<file path="src/rtl/mem_pkg.sv">
// Shared constants for the register-array FIFO: default geometry and read-port reset values.
package mem_pkg;

    localparam int unsigned FIFO_WIDTH = 8;
    localparam int unsigned FIFO_DEPTH = 8;

    localparam logic [FIFO_WIDTH-1:0] RD_DATA_RST     = '0;
    localparam logic [FIFO_WIDTH-1:0] RD_DATA_BAR_RST = '1;

endpackage : mem_pkg

</file>
<file path="src/rtl/fifo_mem.sv">
// DEPTH x WIDTH register array: one synchronous write port, one combinational read port, no reset.
module fifo_mem
    import mem_pkg::*;
#(
    parameter int unsigned WIDTH = FIFO_WIDTH,
    parameter int unsigned DEPTH = FIFO_DEPTH,
    parameter int unsigned AW    = $clog2(DEPTH)
) (
    input  logic             clk,
    input  logic             we,
    input  logic [AW-1:0]    waddr,
    input  logic [WIDTH-1:0] wdata,
    input  logic [AW-1:0]    raddr,
    output logic [WIDTH-1:0] rdata
);

    logic [WIDTH-1:0] mem_q [DEPTH];

    // Storage write; contents are intentionally left unreset.
    always_ff @(posedge clk) begin
        if (we) begin
            mem_q[waddr] <= wdata;
        end
    end

    // Read port returns the pre-edge contents, so a same-cycle write at raddr is not seen.
    assign rdata = mem_q[raddr];

endmodule : fifo_mem

</file>
<file path="src/rtl/reg_fifo.sv">
// Single-clock byte FIFO with registered read data, occupancy and sticky error flags.
module reg_fifo
    import mem_pkg::*;
#(
    parameter int unsigned WIDTH = FIFO_WIDTH,
    parameter int unsigned DEPTH = FIFO_DEPTH,
    localparam int unsigned AW   = $clog2(DEPTH)
) (
    input  logic             clk,
    input  logic             reset,
    input  logic             wr_en,
    input  logic [WIDTH-1:0] wr_data,
    input  logic             rd_en,
    output logic [WIDTH-1:0] rd_data,
    output logic [WIDTH-1:0] rd_data_bar,
    output logic             rd_valid,
    output logic             full,
    output logic             empty,
    output logic [AW:0]      count,
    output logic             overflow,
    output logic             underflow
);

    localparam int unsigned CW = AW + 1;

    logic [AW-1:0]    wp_q, wp_d;
    logic [AW-1:0]    rp_q, rp_d;
    logic [AW:0]      count_q, count_d;
    logic             overflow_q, overflow_d;
    logic             underflow_q, underflow_d;
    logic [WIDTH-1:0] rd_data_q, rd_data_d;
    logic [WIDTH-1:0] rd_data_bar_q, rd_data_bar_d;
    logic             rd_valid_q, rd_valid_d;
    logic             wr_acc, rd_acc;
    logic [WIDTH-1:0] mem_rdata;

    fifo_mem #(
        .WIDTH (WIDTH),
        .DEPTH (DEPTH),
        .AW    (AW)
    ) u_mem (
        .clk   (clk),
        .we    (wr_acc),
        .waddr (wp_q),
        .wdata (wr_data),
        .raddr (rp_q),
        .rdata (mem_rdata)
    );

    // Status derives only from the registered count.
    assign full  = (count_q == CW'(DEPTH));
    assign empty = (count_q == '0);

    // A write into a full FIFO is allowed when a read frees the oldest slot in the same cycle.
    assign wr_acc = wr_en && (!full || rd_en);
    assign rd_acc = rd_en && !empty;

    // Next-state for pointers, occupancy, flags and the read-data registers.
    always_comb begin
        wp_d          = wp_q;
        rp_d          = rp_q;
        count_d       = count_q;
        overflow_d    = overflow_q | (wr_en & ~wr_acc);
        underflow_d   = underflow_q | (rd_en & ~rd_acc);
        rd_data_d     = rd_data_q;
        rd_data_bar_d = rd_data_bar_q;
        rd_valid_d    = rd_acc;

        if (wr_acc) begin
            wp_d = wp_q + AW'(1);
        end
        if (rd_acc) begin
            rp_d          = rp_q + AW'(1);
            rd_data_d     = mem_rdata;
            rd_data_bar_d = ~mem_rdata;
        end
        if (wr_acc && !rd_acc) begin
            count_d = count_q + CW'(1);
        end else if (rd_acc && !wr_acc) begin
            count_d = count_q - CW'(1);
        end
    end

    // State registers; reset discards contents and cancels any pending rd_valid pulse.
    always_ff @(posedge clk or negedge reset) begin
        if (!reset) begin
            wp_q          <= '0;
            rp_q          <= '0;
            count_q       <= '0;
            overflow_q    <= 1'b0;
            underflow_q   <= 1'b0;
            rd_data_q     <= {WIDTH{RD_DATA_RST[0]}};
            rd_data_bar_q <= {WIDTH{RD_DATA_BAR_RST[0]}};
            rd_valid_q    <= 1'b0;
        end else begin
            wp_q          <= wp_d;
            rp_q          <= rp_d;
            count_q       <= count_d;
            overflow_q    <= overflow_d;
            underflow_q   <= underflow_d;
            rd_data_q     <= rd_data_d;
            rd_data_bar_q <= rd_data_bar_d;
            rd_valid_q    <= rd_valid_d;
        end
    end

    assign rd_data     = rd_data_q;
    assign rd_data_bar = rd_data_bar_q;
    assign rd_valid    = rd_valid_q;
    assign count       = count_q;
    assign overflow    = overflow_q;
    assign underflow   = underflow_q;

endmodule : reg_fifo

</file>
<file path="config.mk">
export PLATFORM = sky130hd
export DESIGN_NAME = reg_fifo
export DESIGN_NICKNAME = d
export VERILOG_FILES = /design/src/rtl/mem_pkg.sv /design/src/rtl/fifo_mem.sv /design/src/rtl/reg_fifo.sv
export SDC_FILE = /design/constraint.sdc
export NUM_CORES = 1
export LEC_CHECK = 0
export ABC_AREA = 1
export CAP_MARGIN = 10
export CORE_ASPECT_RATIO = 0.75
export CORE_MARGIN = 2
export CORE_UTILIZATION = 45
export DETAILED_ROUTE_END_ITERATION = 10
export GPL_ROUTABILITY_DRIVEN = 0
export SYNTH_ARGS = -nofsm -noshare
export SYNTH_HDL_FRONTEND = slang
export SYNTH_SLANG_ARGS = --single-unit
</file>
<file path="constraint.sdc">
create_clock -name clk -period 6 [get_ports clk]
set_input_delay 0.6 -clock clk [delete_from_list [all_inputs] [get_ports clk]]
set_output_delay 0.6 -clock clk [all_outputs]
set_load 0.02 [all_outputs]
</file>
==> impl_results.md <==
- Status: finished with violations
- Failing checks: design-rule violations
- Die Wd: 113 um
- Clock-pin slew on the worst setup and hold paths: 0.07 ns
- NumNets Final: 436
- Register area share after synthesis: 66.0%
- Most frequent cells after synthesis: 142 x nand2_1, 64 x edfxtp_1, 60 x nand3_1, 36 x inv_1, 21 x dfrtp_1
- Fmax: 407 MHz
- P_int: 1.58 mW
- # hold bufs at CTS: 0
- CP cell instances: nor4_1 > clkdlybuf4s50_1
- Syn-to-layout area delta: 17.5%
- FF-to-FF path depth: 11
- Final instance area: 4730 um2
- Ant. Diodes: 0
- Setup TNS: 0 ns
- Drt initial violations: 165
- Initial Util: 47.0%
- Setup ws final: 3.54 ns
- Routed wire length per instance: 16.8 um
- TritonRoute pass-1 iters: 9
- CP top delay family: buffers and inverters
- DRC Markers: 2
- Global route overflow: 0
- Postcts setup bufs: 0
- RSZ-0062 raised after global routing: false
- GRT Resource Usage Total: 19.5%
- Port buffer count: 36
- Routed WL: 8910 um
- Count leader, synth: nand2_1
- Die area: 9730 um2
- Peak VDD IR: 0.000263 V
- Synth Flop Type: edfxtp_1
- Cell row count: 29
- Core area: 8560 um2
- Dpl cells: 515
- First-pass GRT wire length: 13800 um
- Latest clock arrival within the worst-skew pair: 0.34 ns
- Seq pwr share: 38.8%
- Number of global-route vias before repair: 2443
- Hold Path Stages: 2
- Via count: 2690
- Worst path max stage delay: 0.67 ns
- Post-Syn Nets: 402
- CP max FO: 6
- Util after Layout: 55.3%
- Synth Area per Inst: 10.5 um2
- Synth top area cells: edfxtp_1 48%, nand2_1 13%, dfrtp_1 13%
- Initial antenna violation count: 0
- Critical Path AT: 1.86 ns
- Leak: 2.03 nW
- Clk buf depth: 2
- H-tree Lvls: 3
- Slowest CP cell: clkdlybuf4s50_1
- Ys async rst share: 31.2%
- Clock skew: 0.00681 ns
- Worst slack, placed: 3.21 ns
- DPL Wire Length: 6190 um
- Die Y: 85.9 um
- Fin. max-slew vios: 0
- Switching Share: 37.8%
- Synth top area share: 47.7%
- Yosys cell types: 28
- Final Hold Viols: 0
- Post-synth EDFFs: 64
- Synthesized area: 4030 um2
- Slew headroom: 49.1%
- Startpoint types: register
- Mapped Cells: 384
- Crit path depth: 2
- DRT antenna net count: 0
- Total CTS buffers: 9
- Clock group share of total power: 24.0%
- Tcrit/Tclk final: 40.9%
- CTS sink cnt: 93
- Worst setup EP type: primary output
- Syn. warnings: 0
- PnR Total Power: 2.54 mW
- Synth Register Bits: 93
- Placed inst area: 4410 um2
- Part of the power in combinational logic: 37.2%
- Root Buffer: clkbuf_16
- Sw Pwr: 0.958 mW
- Vias per inst: 5.07
- Worst Path Required: 5.40 ns
- Synth area leader: edfxtp_1
- Worst-margin pin slew: 0.761 ns
- TritonCTS clock tree: yes
- I/O Pins: 37
- Period minus WS final: 2.46 ns
- Hold_ws: 0.467 ns
- Kind of critical path: reg -> out
- Non-Filler Instances: 531
- Final Setup Violations: 0
- Post-CTS Resized: 0
- PwrDens: 536 nW/um2
- Number of max-cap violations: 0
- Min-delay worst type: reg -> reg
- Crit path buf inv count: 1
- Pin count of the biggest net entering global routing: 35
- Fraction of layout cells with a size suffix above 1: 8.04%
-- power by group through the flow --
stage	sequential, mW	combinational (mW)	clock, mW
final	0.983	0.944	0.610
after global routing	1.00	1.05	0.648
after CTS	0.984	0.953	0.622
after detailed placement	0.995	0.949	0
after global placement	0.991	0.938	0
after floorplan	1.04	0.587	0
-- cells by family (layout without fill, tap and decap cells) --
kind of cell	after synthesis	count (layout)	synth area share, %
and+or+nand+nor	221	221	23.2
DFF	93	93	66.0
buffers and inverters	54	93	6.90
adders and majority gates	6	6	2.05
AOI/OAI and AO/OA	5	5	0.746
xor gates and xnor gates	5	5	1.09
-- worst reg2reg max path: stages, from the launching register on --
cell	delay (ns)
dfrtp_1	0.48
nor2_2	0.17
nand3_2	0.12
nand2_2	0.32
ha_1	0.26
inv_1	0.09
ha_1	0.31
or2_2	0.29
nand3_1	0.09
nand2_1	0.05
nand2_1	0.05
nand2_1	0.05
-- per-layer routing --
metal / wire length (um) / share of wire (%) / global-route usage (%)
met1: 4430 / 50 / 29.4
met2: 3870 / 43 / 27.8
met3: 565 / 6.3 / 5.80
met4: 48 / 0.54 / 4.32
met5: 0 / 0 / 0
-- cell usage in the layout (no fill, tap or decap), drive strengths merged --
cell           instances
nand2                143
edfxtp                64
nand3                 62
inv                   42
clkdlybuf4s50         36
dfrtp                 21
nor2                  11
clkbuf                11
dfstp                  8
ha                     5
o21ai                  3
xor2                   3
o21bai                 2
xnor2                  2
buf                    2
or2                    2
nand4                  1
nor4                   1
nand2b                 1
fa                     1
clkinv                 1
bufinv                 1
-- flip-flops by register name, summed over array words and instances (netlist names) --
register	cells
u_mem.mem_q	64
rd_data	8
rd_data_bar	8
count	4
rp_q	3
wp_q	3
overflow	1
rd_valid	1
underflow	1
-- area by class of cell --
| class | count | area, um2 |
|---|---|---|
| Clock buffer | 11 | 264 |
| Multi-Input combinational cell | 237 | 1090 |
| Timing Repair Buffer | 38 | 375 |
| Fill cell | 776 | 3830 |
| Clock inverter | 5 | 62.6 |
| Sequential cell | 93 | 2660 |
| Tap cell | 108 | 135 |
| Inverter | 39 | 146 |
-- path summary, 6_finish.rpt --
path,to,slack [ns],from
worst max-delay path,full,3.54,count[0]$_DFFE_PN0P_
worst max register to register,count[3]$_DFFE_PN0P_,3.62,count[0]$_DFFE_PN0P_
min in group asynchronous,count[0]$_DFFE_PN0P_,0.63,reset
worst min register to register,rd_data_bar[3]$_DFFE_PN1P_,0.47,rd_data_bar[3]$_DFFE_PN1P_
max in group asynchronous,rd_data_bar[5]$_DFFE_PN1P_,5.05,reset
worst min-delay path,rd_data_bar[3]$_DFFE_PN1P_,0.47,rd_data_bar[3]$_DFFE_PN1P_
No activity file was read; power rests on OpenSTA's default activity.
